## config.mk

```make
export PLATFORM = sky130hd
export DESIGN_NAME = wb_sevenseg_scan
export DESIGN_NICKNAME = d
export VERILOG_FILES = /design/src/rtl/wb_sevenseg_scan.sv
export SDC_FILE = /design/constraint.sdc
export NUM_CORES = 1
export LEC_CHECK = 0
export BUFFER_PORTS_ARGS = -buffer_cell sky130_fd_sc_hd__buf_2
export CAP_MARGIN = 25
export CORE_MARGIN = 3
export CORE_UTILIZATION = 30
export DETAILED_ROUTE_END_ITERATION = 8
export PLACE_DENSITY = 0.53
export SLEW_MARGIN = 40
export SYNTH_ARGS = -nofsm -noshare
export SYNTH_HDL_FRONTEND = slang
export SYNTH_SLANG_ARGS = --single-unit
```

## constraint.sdc

```tcl
create_clock -name i_clk -period 11 [get_ports i_clk]
set_clock_uncertainty 0.05 [all_clocks]
set_input_delay 0.55 -clock i_clk [delete_from_list [all_inputs] [get_ports i_clk]]
set_output_delay 0.55 -clock i_clk [all_outputs]
set_load 0.02 [all_outputs]
```

## src/rtl/wb_sevenseg_scan.sv

```systemverilog
// -----------------------------------------------------------------------------
// wb_sevenseg_scan
//
// Wishbone-controlled scan controller for a multiplexed common-anode
// seven-segment display. Two bus registers:
//   word 0  VALUE  32-bit hex value, digit k shows VALUE[4k+3:4k]
//   word 1  CTRL   bit0 EN (scan enable), bit1 LZB (leading-zero blanking),
//                  bits[15:8] DP (decimal point mask, bit k for digit k)
// Each digit slot lasts CLK_DIV clocks: BLANK_CYC clocks with every anode off
// (segments settle, no ghosting), then the digit's anode is on for the rest.
// VALUE and DP are copied into a shadow at the start of every slot so a digit
// never tears while it is lit.
//
// Ports
//   i_clk, i_reset          clock, synchronous active-high reset
//   i_wb_cyc/stb/we         Wishbone request
//   i_wb_addr[29:0]         word address, only bit 0 decoded
//   i_wb_data[31:0]         write data
//   i_wb_sel[3:0]           byte enables
//   o_wb_ack                response, one cycle after each accepted strobe
//   o_wb_stall              always 0
//   o_wb_data[31:0]         registered read data
//   o_seg[6:0]              segments {g,f,e,d,c,b,a}
//   o_dp                    decimal point
//   o_an[NDIGITS-1:0]       digit enables, one-hot while a digit is lit
// Polarity of o_seg/o_dp/o_an is set by SEG_ACTIVE_LOW (1: active-low).
// -----------------------------------------------------------------------------
module wb_sevenseg_scan #(
    parameter int NDIGITS        = 8,
    parameter int CLK_DIV        = 50000,
    parameter int BLANK_CYC      = 16,
    parameter int SEG_ACTIVE_LOW = 1
) (
    input  logic               i_clk,
    input  logic               i_reset,
    input  logic               i_wb_cyc,
    input  logic               i_wb_stb,
    input  logic               i_wb_we,
    input  logic [29:0]        i_wb_addr,
    input  logic [31:0]        i_wb_data,
    input  logic [3:0]         i_wb_sel,
    output logic               o_wb_ack,
    output logic               o_wb_stall,
    output logic [31:0]        o_wb_data,
    output logic [6:0]         o_seg,
    output logic               o_dp,
    output logic [NDIGITS-1:0] o_an
);

    localparam int DW       = (NDIGITS > 1) ? $clog2(NDIGITS) : 1;
    localparam int CW       = $clog2(CLK_DIV);
    localparam int SHOW_CYC = CLK_DIV - BLANK_CYC;

    localparam logic [CW-1:0] BLANK_LAST = CW'(BLANK_CYC - 1);
    localparam logic [CW-1:0] SHOW_LAST  = CW'(SHOW_CYC - 1);
    localparam logic [DW-1:0] DIGIT_LAST = DW'(NDIGITS - 1);

    localparam logic [1:0] ST_OFF   = 2'd0;
    localparam logic [1:0] ST_BLANK = 2'd1;
    localparam logic [1:0] ST_SHOW  = 2'd2;

    // Inactive pin levels; XOR with these converts active-high to pin polarity.
    localparam logic               POL     = (SEG_ACTIVE_LOW != 0) ? 1'b1 : 1'b0;
    localparam logic [6:0]         SEG_OFF = {7{POL}};
    localparam logic [NDIGITS-1:0] AN_OFF  = {NDIGITS{POL}};

    // Hex nibble to active-high gfedcba pattern.
    function automatic logic [6:0] seg_decode(input logic [3:0] nib);
        logic [6:0] pat;
        case (nib)
            4'h0: pat = 7'h3F;
            4'h1: pat = 7'h06;
            4'h2: pat = 7'h5B;
            4'h3: pat = 7'h4F;
            4'h4: pat = 7'h66;
            4'h5: pat = 7'h6D;
            4'h6: pat = 7'h7D;
            4'h7: pat = 7'h07;
            4'h8: pat = 7'h7F;
            4'h9: pat = 7'h6F;
            4'hA: pat = 7'h77;
            4'hB: pat = 7'h7C;
            4'hC: pat = 7'h39;
            4'hD: pat = 7'h5E;
            4'hE: pat = 7'h79;
            4'hF: pat = 7'h71;
            default: pat = 7'h00;
        endcase
        return pat;
    endfunction

    // Bus registers
    logic [31:0] value_r;
    logic        ctrl_en_r;
    logic        ctrl_lzb_r;
    logic [7:0]  ctrl_dp_r;
    logic        ack_r;
    logic [31:0] rdata_r;

    // Scan state
    logic [1:0]         state_r;
    logic [DW-1:0]      digit_r;
    logic [CW-1:0]      cnt_r;
    logic [31:0]        shadow_val_r;
    logic [NDIGITS-1:0] shadow_dp_r;
    logic [6:0]         seg_r;
    logic               dp_r;
    logic [NDIGITS-1:0] an_r;

    logic               req_s;
    logic               wr_s;
    logic               rd_s;
    logic [31:0]        ctrl_rd_s;
    logic [1:0]         state_next_s;
    logic [DW-1:0]      digit_next_s;
    logic [CW-1:0]      cnt_next_s;
    logic               load_s;
    logic [31:0]        shadow_val_next_s;
    logic [NDIGITS-1:0] shadow_dp_next_s;
    logic [31:0]        shifted_s;
    logic               blank_s;
    logic               show_lit_s;
    logic [NDIGITS-1:0] an_on_s;
    logic               dp_on_s;
    logic               unused_s;

    assign req_s     = i_wb_cyc & i_wb_stb;
    assign wr_s      = req_s & i_wb_we;
    assign rd_s      = req_s & ~i_wb_we;
    assign ctrl_rd_s = {16'h0000, ctrl_dp_r, 6'b000000, ctrl_lzb_r, ctrl_en_r};
    assign unused_s  = ^i_wb_addr[29:1];

    // The pending ack is dropped as soon as the master abandons the cycle.
    assign o_wb_ack   = ack_r & i_wb_cyc;
    assign o_wb_stall = 1'b0;
    assign o_wb_data  = rdata_r;
    assign o_seg      = seg_r;
    assign o_dp       = dp_r;
    assign o_an       = an_r;

    // VALUE/CTRL byte-enabled writes, landing on the accepting edge.
    always_ff @(posedge i_clk) begin
        if (i_reset) begin
            value_r    <= 32'h0000_0000;
            ctrl_en_r  <= 1'b0;
            ctrl_lzb_r <= 1'b0;
            ctrl_dp_r  <= 8'h00;
        end else if (wr_s) begin
            if (i_wb_addr[0] == 1'b0) begin
                for (int b = 0; b < 4; b++) begin
                    if (i_wb_sel[b]) begin
                        value_r[8*b +: 8] <= i_wb_data[8*b +: 8];
                    end
                end
            end else begin
                if (i_wb_sel[0]) begin
                    ctrl_en_r  <= i_wb_data[0];
                    ctrl_lzb_r <= i_wb_data[1];
                end
                if (i_wb_sel[1]) begin
                    ctrl_dp_r <= i_wb_data[15:8];
                end
            end
        end
    end

    // Ack one cycle after every accepted strobe; reads capture the addressed register.
    always_ff @(posedge i_clk) begin
        if (i_reset) begin
            ack_r   <= 1'b0;
            rdata_r <= 32'h0000_0000;
        end else begin
            ack_r <= req_s;
            if (rd_s) begin
                rdata_r <= (i_wb_addr[0] == 1'b0) ? value_r : ctrl_rd_s;
            end
        end
    end

    // Scan FSM next-state: OFF -> BLANK -> SHOW -> BLANK(next digit) ..., EN=0 forces OFF.
    always_comb begin
        state_next_s = state_r;
        digit_next_s = digit_r;
        cnt_next_s   = cnt_r;
        load_s       = 1'b0;
        case (state_r)
            ST_OFF: begin
                if (ctrl_en_r) begin
                    state_next_s = ST_BLANK;
                    digit_next_s = {DW{1'b0}};
                    cnt_next_s   = {CW{1'b0}};
                    load_s       = 1'b1;
                end else begin
                    state_next_s = ST_OFF;
                end
            end
            ST_BLANK: begin
                if (!ctrl_en_r) begin
                    state_next_s = ST_OFF;
                    digit_next_s = {DW{1'b0}};
                    cnt_next_s   = {CW{1'b0}};
                end else if (cnt_r == BLANK_LAST) begin
                    state_next_s = ST_SHOW;
                    cnt_next_s   = {CW{1'b0}};
                end else begin
                    cnt_next_s = cnt_r + CW'(1);
                end
            end
            ST_SHOW: begin
                if (!ctrl_en_r) begin
                    state_next_s = ST_OFF;
                    digit_next_s = {DW{1'b0}};
                    cnt_next_s   = {CW{1'b0}};
                end else if (cnt_r == SHOW_LAST) begin
                    state_next_s = ST_BLANK;
                    cnt_next_s   = {CW{1'b0}};
                    load_s       = 1'b1;
                    if (digit_r == DIGIT_LAST) begin
                        digit_next_s = {DW{1'b0}};
                    end else begin
                        digit_next_s = digit_r + DW'(1);
                    end
                end else begin
                    cnt_next_s = cnt_r + CW'(1);
                end
            end
            default: begin
                state_next_s = ST_OFF;
                digit_next_s = {DW{1'b0}};
                cnt_next_s   = {CW{1'b0}};
            end
        endcase
    end

    // Shadow as it will be after this edge, so pins and shadow update together at slot start.
    always_comb begin
        if (load_s) begin
            shadow_val_next_s = value_r;
            shadow_dp_next_s  = ctrl_dp_r[NDIGITS-1:0];
        end else begin
            shadow_val_next_s = shadow_val_r;
            shadow_dp_next_s  = shadow_dp_r;
        end
        shifted_s  = shadow_val_next_s >> {digit_next_s, 2'b00};
        // Blank when no nonzero nibble exists at or above this digit; digit 0 always shows.
        blank_s    = ctrl_lzb_r && (digit_next_s != {DW{1'b0}}) && (shifted_s == 32'h0000_0000);
        show_lit_s = (state_next_s == ST_SHOW) && !blank_s;
    end

    // Anode one-hot and decimal-point select for the next digit.
    always_comb begin
        an_on_s = {NDIGITS{1'b0}};
        dp_on_s = 1'b0;
        for (int k = 0; k < NDIGITS; k++) begin
            if (digit_next_s == DW'(k)) begin
                an_on_s[k] = show_lit_s;
                dp_on_s    = shadow_dp_next_s[k];
            end else begin
                an_on_s[k] = 1'b0;
            end
        end
    end

    // Scan state, counters and shadow copy.
    always_ff @(posedge i_clk) begin
        if (i_reset) begin
            state_r      <= ST_OFF;
            digit_r      <= {DW{1'b0}};
            cnt_r        <= {CW{1'b0}};
            shadow_val_r <= 32'h0000_0000;
            shadow_dp_r  <= {NDIGITS{1'b0}};
        end else begin
            state_r      <= state_next_s;
            digit_r      <= digit_next_s;
            cnt_r        <= cnt_next_s;
            shadow_val_r <= shadow_val_next_s;
            shadow_dp_r  <= shadow_dp_next_s;
        end
    end

    // Registered display pins; segments go inactive while scanning is off.
    always_ff @(posedge i_clk) begin
        if (i_reset) begin
            seg_r <= SEG_OFF;
            dp_r  <= POL;
            an_r  <= AN_OFF;
        end else begin
            an_r <= an_on_s ^ AN_OFF;
            if (state_next_s == ST_OFF) begin
                seg_r <= SEG_OFF;
                dp_r  <= POL;
            end else begin
                seg_r <= seg_decode(shifted_s[3:0]) ^ SEG_OFF;
                dp_r  <= dp_on_s ^ POL;
            end
        end
    end

endmodule

```

; ---- After elaboration in Yosys (flattened, before gate mapping)
; Memories as Yosys holds them, arrays and structs flattened.
; Index checks and enable logic that the tools add are counted.
[totals]
register_bits = 152
output_inout_bits = 50
elab_cells = 103
memories = 1
mem_bits_ro = 112
[classes]
n_eq_ne = 14
n_reduce_logical = 16
bitwise = 9
muxes = 43
add_sub_neg = 2
shifts = 1
[memory_table]
columns = name, words, word_bits, rd, rd_ports_with_merged_regs, wr, line
row1 = (name not given), 16, 7, 1, 0, 0, 70  ; case (nib)
[op_table]
columns = cell, count
row1 = 16-bit two-way mux, 5
row2 = 32-bit two-way mux, 2
row3 = 16-bit case mux with 3 select lines, 1
row4 = 32-bit logical NOT, 1
row5 = 32-bit by 5-bit right shift with 32-bit output, 1
row6 = 1-bit two-way mux, 20
row7 = 3-bit AND reduction, 6
row8 = 16-bit by 1-bit adder with 16-bit output (second input constant), 1
row9 = 16-bit == test (second input constant), 1
row10 = 16-bit by 4-bit == test with 1-bit output (second input constant), 1
row11 = 3-bit == test (second input constant), 5
row12 = 3-bit two-way mux, 5
row13 = 7-bit two-way mux, 2
row14 = 3-bit case mux with 3 select lines, 1
row15 = 2-bit two-way mux, 4
row16 = 8-bit two-way mux, 1
row17 = 8-bit inverter, 1
row18 = 7-bit inverter, 1
row19 = 3-bit by 2-bit == test with 1-bit output (second input constant), 2
row20 = 2-bit case mux with 3 select lines, 1
row21 = 1-bit AND, 4
row22 = 2-bit == test (second input constant), 2
row23 = 2-bit logical NOT, 2
row24 = 3-bit by 1-bit adder with 3-bit output (second input constant), 1
row25 = 10 further kinds, 14

; ---- Longest topological paths before layout
[depth]
word_depth = 15
ltp_mapped = 18
mapped_depth_nobuf = 15

; ---- Worst setup path before layout
; Ideal clock, no wire load.
[synth_path]
path_kind = reg2reg
from = register cnt_r[6]
to = register an_r[1] (netlist: o_an[1])
arrival_time_ns = 4.007
path_buffers = 2
path_slack_ns = 6.882
required_ns = 10.888
path_stages_with_launch = 14
path_cell_list = dfxtp_1 or4_4 nor4_4 mux2_2 nor2_1 clkbuf_8 clkbuf_8 mux2_4 o21ai_1 ha_1 nand3_1 a2111o_1 o311a_1 nand3_1
[synth_between]
elab_chain_len = 12
[synth_lines]
columns = item, line
row1 = start: declaration, 103  ; logic [CW-1:0] cnt_r;
row2 = start signal: assignment, 269  ; cnt_r <= {CW{1'b0}};
row3 = start signal: assignment, 275  ; cnt_r <= cnt_next_s;
row4 = 16-bit == test, 214  ; end else if (cnt_r == SHOW_LAST) begin
row5 = 1-bit two-way mux, 214
row6 = 1-bit two-way mux, 210  ; if (!ctrl_en_r) begin
row7 = 1-bit case mux with 2 select lines, 186  ; case (state_r)
row8 = 32-bit two-way mux, 237  ; if (load_s) begin
row9 = 32-bit by 5-bit right shift with 32-bit output, 244  ; shifted_s = shadow_val_next_s >> {digit_next_s, 2'b00};
row10 = 32-bit logical NOT, 246  ; blank_s = ctrl_lzb_r && (digit_next_s != {DW{1'b0}}) && (shifted_s == 32'h0000_0000);
row11 = 1-bit logical AND, 246
row12 = 1-bit logical NOT, 247  ; show_lit_s = (state_next_s == ST_SHOW) && !blank_s;
row13 = 1-bit logical AND, 247
row14 = 1-bit two-way mux *, 255  ; if (digit_next_s == DW'(k)) begin
row15 = 8-bit inverter (no line) *, n/a
row16 = end signal: assignment, 288  ; an_r <= an_on_s ^ AN_OFF;
row17 = end: declaration, 108  ; logic [NDIGITS-1:0] an_r;
; Mark *: on every way between the ends. The rest lies on a longest branch, timed or not.
; A chain may end at the register's enable or synchronous reset.

; ---- Final worst setup path
; Same ends and word-level chain as after synthesis.

==> results.md <==
- Outcome: finished clean
- Hold path startpoint: i_wb_data[15]
- Post-synthesis adder-cell area fraction: 0.0226
- Antenna cells: 0
- Worst path arrival time: 5.57 ns
- Largest family of logic cells by synthesized area: simple AND/OR/NAND/NOR gates
- Final Util: 0.356
- Via count: 6417
- CTS hold repair buffers: 0
- Gr ovfl total: 0
- CTS Buffer Depth: 2
- Initial antenna violation count: 0
- CP Capture Type: flip-flop
- Filler cell count: 2538
- Number of remaining DRC errors: 0
- Met2 GRT Util: 0.227
- Fin. max-slew vios: 0
- Max Clock Freq: 0.190 GHz
- Tmin final: 5.28 ns
- Post-synthesis compound-gate area fraction: 0.164
- Multiplexer share of the synthesized area: 0.0720
- Final Wtd Congestion: 0.783
- # rows: 56
- CTS tree: done
- Worst r2r src: cnt_r[6]
- Synthesis-to-finish area growth: 16.5%
- IO Count: 121
- Worst setup path start: cnt_r[6]
- Syn Inst Count: 856
- Synthesis-stage register bit count: 152
- Register area share after synthesis: 0.423
- Synth Net Count: 940
- Worst-skew pair later-pin latency: 0.42 ns
- Vias in the first global route: 6284
- Die height: 161 um
- Area share of and/or/nand/nor cells after synthesis: 0.249
- EDFF count, synth: 0
- Die X: 161 um
- Avg Cell Area, Syn: 8.40 um^2
- Final #Nets: 998
- Yosys warning count: 0
- Synth cell types: 74
- Iter 0 DRT Violations: 368
- Post-Synth XOR/XNOR Area: 0.0122
- H-tree levels: 4
- Hold Vio Cnt, Final: 0
- Share of post-route cells with drive strength above 1: 0.172
- Hold Path Cell Cnt: 3
- Worst R2R Setup Slack: 5.72 ns
- Slew HR: 0.428
- Num CTS Buffers: 17
- Worst hold endpoint: ctrl_dp_r[7]
- R2r endpoint: o_an[1]
- WL per Instance: 16.1 um
- Final period utilization: 0.480
- # resized after CTS: 0
- Antenna Violating Nets Remaining: 0
- Die Footprint: 25900 um^2
- Met3 usage: 0.0366
- Starting Density: 0.306
- GR Util met1: 0.230
- FF-to-FF path depth: 13
- Post-Route WL: 20100 um
- IO buf count: 90
- Setup Viol. Count Final: 0
- Critical path startpoint category: flip-flop
- Most used routing layer: met1
- Power per cell area: 143 nW/um^2
- RSZ-0062 raised after global routing: false
- Worst Path Required: 11.29 ns
- Pin count of the biggest net entering global routing: 81
- Root buf cell: clkbuf_16
- Async SR Flop Fraction: 0
- Static leakage: 3.26 nW
- Hold WC Path Type: input pin to flip-flop
- First-pass detailed-route iteration total: 5
- Critical path type: flip-flop to flip-flop
- Vias per cell: 5.15
- Worst vdd ir: 88.3 uV
- DPL Wire Length: 14300 um
- Crit Path Max Fanout: 15
- Clock sink count: 152
- Worst Max-Slew Pin Slew: 0.856 ns
- CTS clk-pin slew, worst paths: 0.07 ns
- Main flop type after synthesis: dfxtp_1
- Setup repair bufs after CTS: 0
- Synthesized area: 7190 um^2
- Max cap viols: 0
- CORE AREA: 23500 um^2
- All-Layer GR Usage: 0.158
- TNS Setup: 0 ns
- First-pass GRT wire length: 33400 um
cells in the final DEF, fill, tap and decap left out, drive strengths merged, types with 5 or more instances in the layout:
master,Yosys,routed
a31oi,8,8
o21ai,23,23
a221oi,6,6
nor3,18,18
nand4,12,12
nor2,93,93
mux2i,48,48
nor4,13,13
buf,16,98
inv,12,17
dfxtp,152,152
a211oi,13,13
clkinv,0,6
nand2,110,110
o211ai,6,6
and3,16,16
xor2,6,6
a21oi,91,91
or3,6,6
nand3,75,75
nand2b,5,5
or2,5,5
clkbuf,42,18
ha,13,13
kinds of logic after synthesis:
family	count (synthesis)
muxes	51
buffers and inverters	71
other	1
AOI/OAI and AO/OA	188
adders and majority gates	13
DFF	152
xor gates and xnor gates	10
and+or+nand+nor	370
registers in the layout, indices dropped and copies added (netlist names):
name and count:
value_r 32, ack_r 1, cnt_r 16, ctrl_dp_r 8, o_wb_data 32, ctrl_lzb_r 1
state_r 2, ctrl_en_r 1, o_an 8, shadow_dp_r 8, o_seg 7, digit_r 3
o_dp 1, shadow_val_r 32
where the power goes:
| part | internal [mW] | leakage, nW | switching (mW) | total [mW] |
|---|---|---|---|---|
| clock | 0.347 | 0.297 | 0.254 | 0.600 |
| sequential | 0.554 | 1.23 | 0.00342 | 0.558 |
| combinational | 0.0140 | 1.74 | 0.0301 | 0.0441 |
synthesized netlist by cell type, types with 4 or more instances:
cell      number  area (um^2)
ha_1          13          163
a211oi_1      13         97.6
a31oi_1        8         50.1
nand2b_1       5         31.3
mux2i_1       48          480
buf_6          6         67.6
xnor2_1        4         35.0
buf_1          4         15.0
dfxtp_1      152         3040
a21oi_1       89          445
and3_2         5         37.5
o21a_1         4         30.0
clkbuf_8       5         68.8
o221ai_1       4         35.0
and3_1        11         68.8
nor4_1        10         62.6
inv_1         12         45.0
and2_1         4         25.0
nor3_1        18         90.1
nand2_1      110          413
nand3_1       75          375
or3_1          5         31.3
o21ai_0       21          105
clkbuf_1      37          139
xor2_1         6         52.6
buf_2          4         20.0
a221oi_1       6         52.6
nor2_1        92          345
nand4_1       12         75.1
o211ai_1       6         45.0
layout make-up:
type / count / area, um^2 / share of cell area
multi-input combinational: 633 / 3770 / 0.451
clock buffer: 18 / 439 / 0.0524
inverter: 12 / 45.0 / 0.00538
clock inverter: 14 / 160 / 0.0191
tap: 319 / 399 / 0.0476
sequential: 152 / 3040 / 0.363
timing repair buffer: 98 / 517 / 0.0617
routing by layer:
metal | share of wire | up-vias
met3 | 0.053 | 24
met2 | 0.42 | 184
met1 | 0.51 | 3027
met5 | 0 | -
li1 | - | 3182
met4 | 0.019 | 0
worst max path at each step:
stage / cells past startpoint / endpoint
global route: 13 / o_an[1]
finish: 13 / o_an[1]
floorplan: 13 / o_an[1]
global placement: 13 / o_an[1]
CTS: 13 / o_an[1]
detailed placement: 13 / o_an[1]
through the flow:
stage          hold slack (ns)  worst slack (ns)  instances  power, mW  instance area, um^2
6_report                 0.328              5.72       1246       1.20                 8380
3_3_place_gp             0.388              5.80       1214      0.614                 7760
5_1_grt                  0.326              5.41       1246       1.25                 8380
2_1_floorplan            0.382              6.88        856      0.596                 7190
3_5_place_dp             0.392              5.76       1214      0.614                 7770
4_1_cts                  0.310              5.74       1246       1.22                 8370
worst max-delay path: stages, from the launching register on:
cell	delay, ns
dfxtp_1	0.37
or4_4	0.61
nor4_4	0.65
mux2i_1	0.61
nand2_1	0.56
nand2_1	0.20
nand3_1	0.10
a311o_1	0.38
o21ai_1	0.31
ha_1	0.31
nand3_1	0.10
a2111o_1	0.47
o311a_1	0.40
nand3_1	0.09
(Power assumes the default switching activity.)
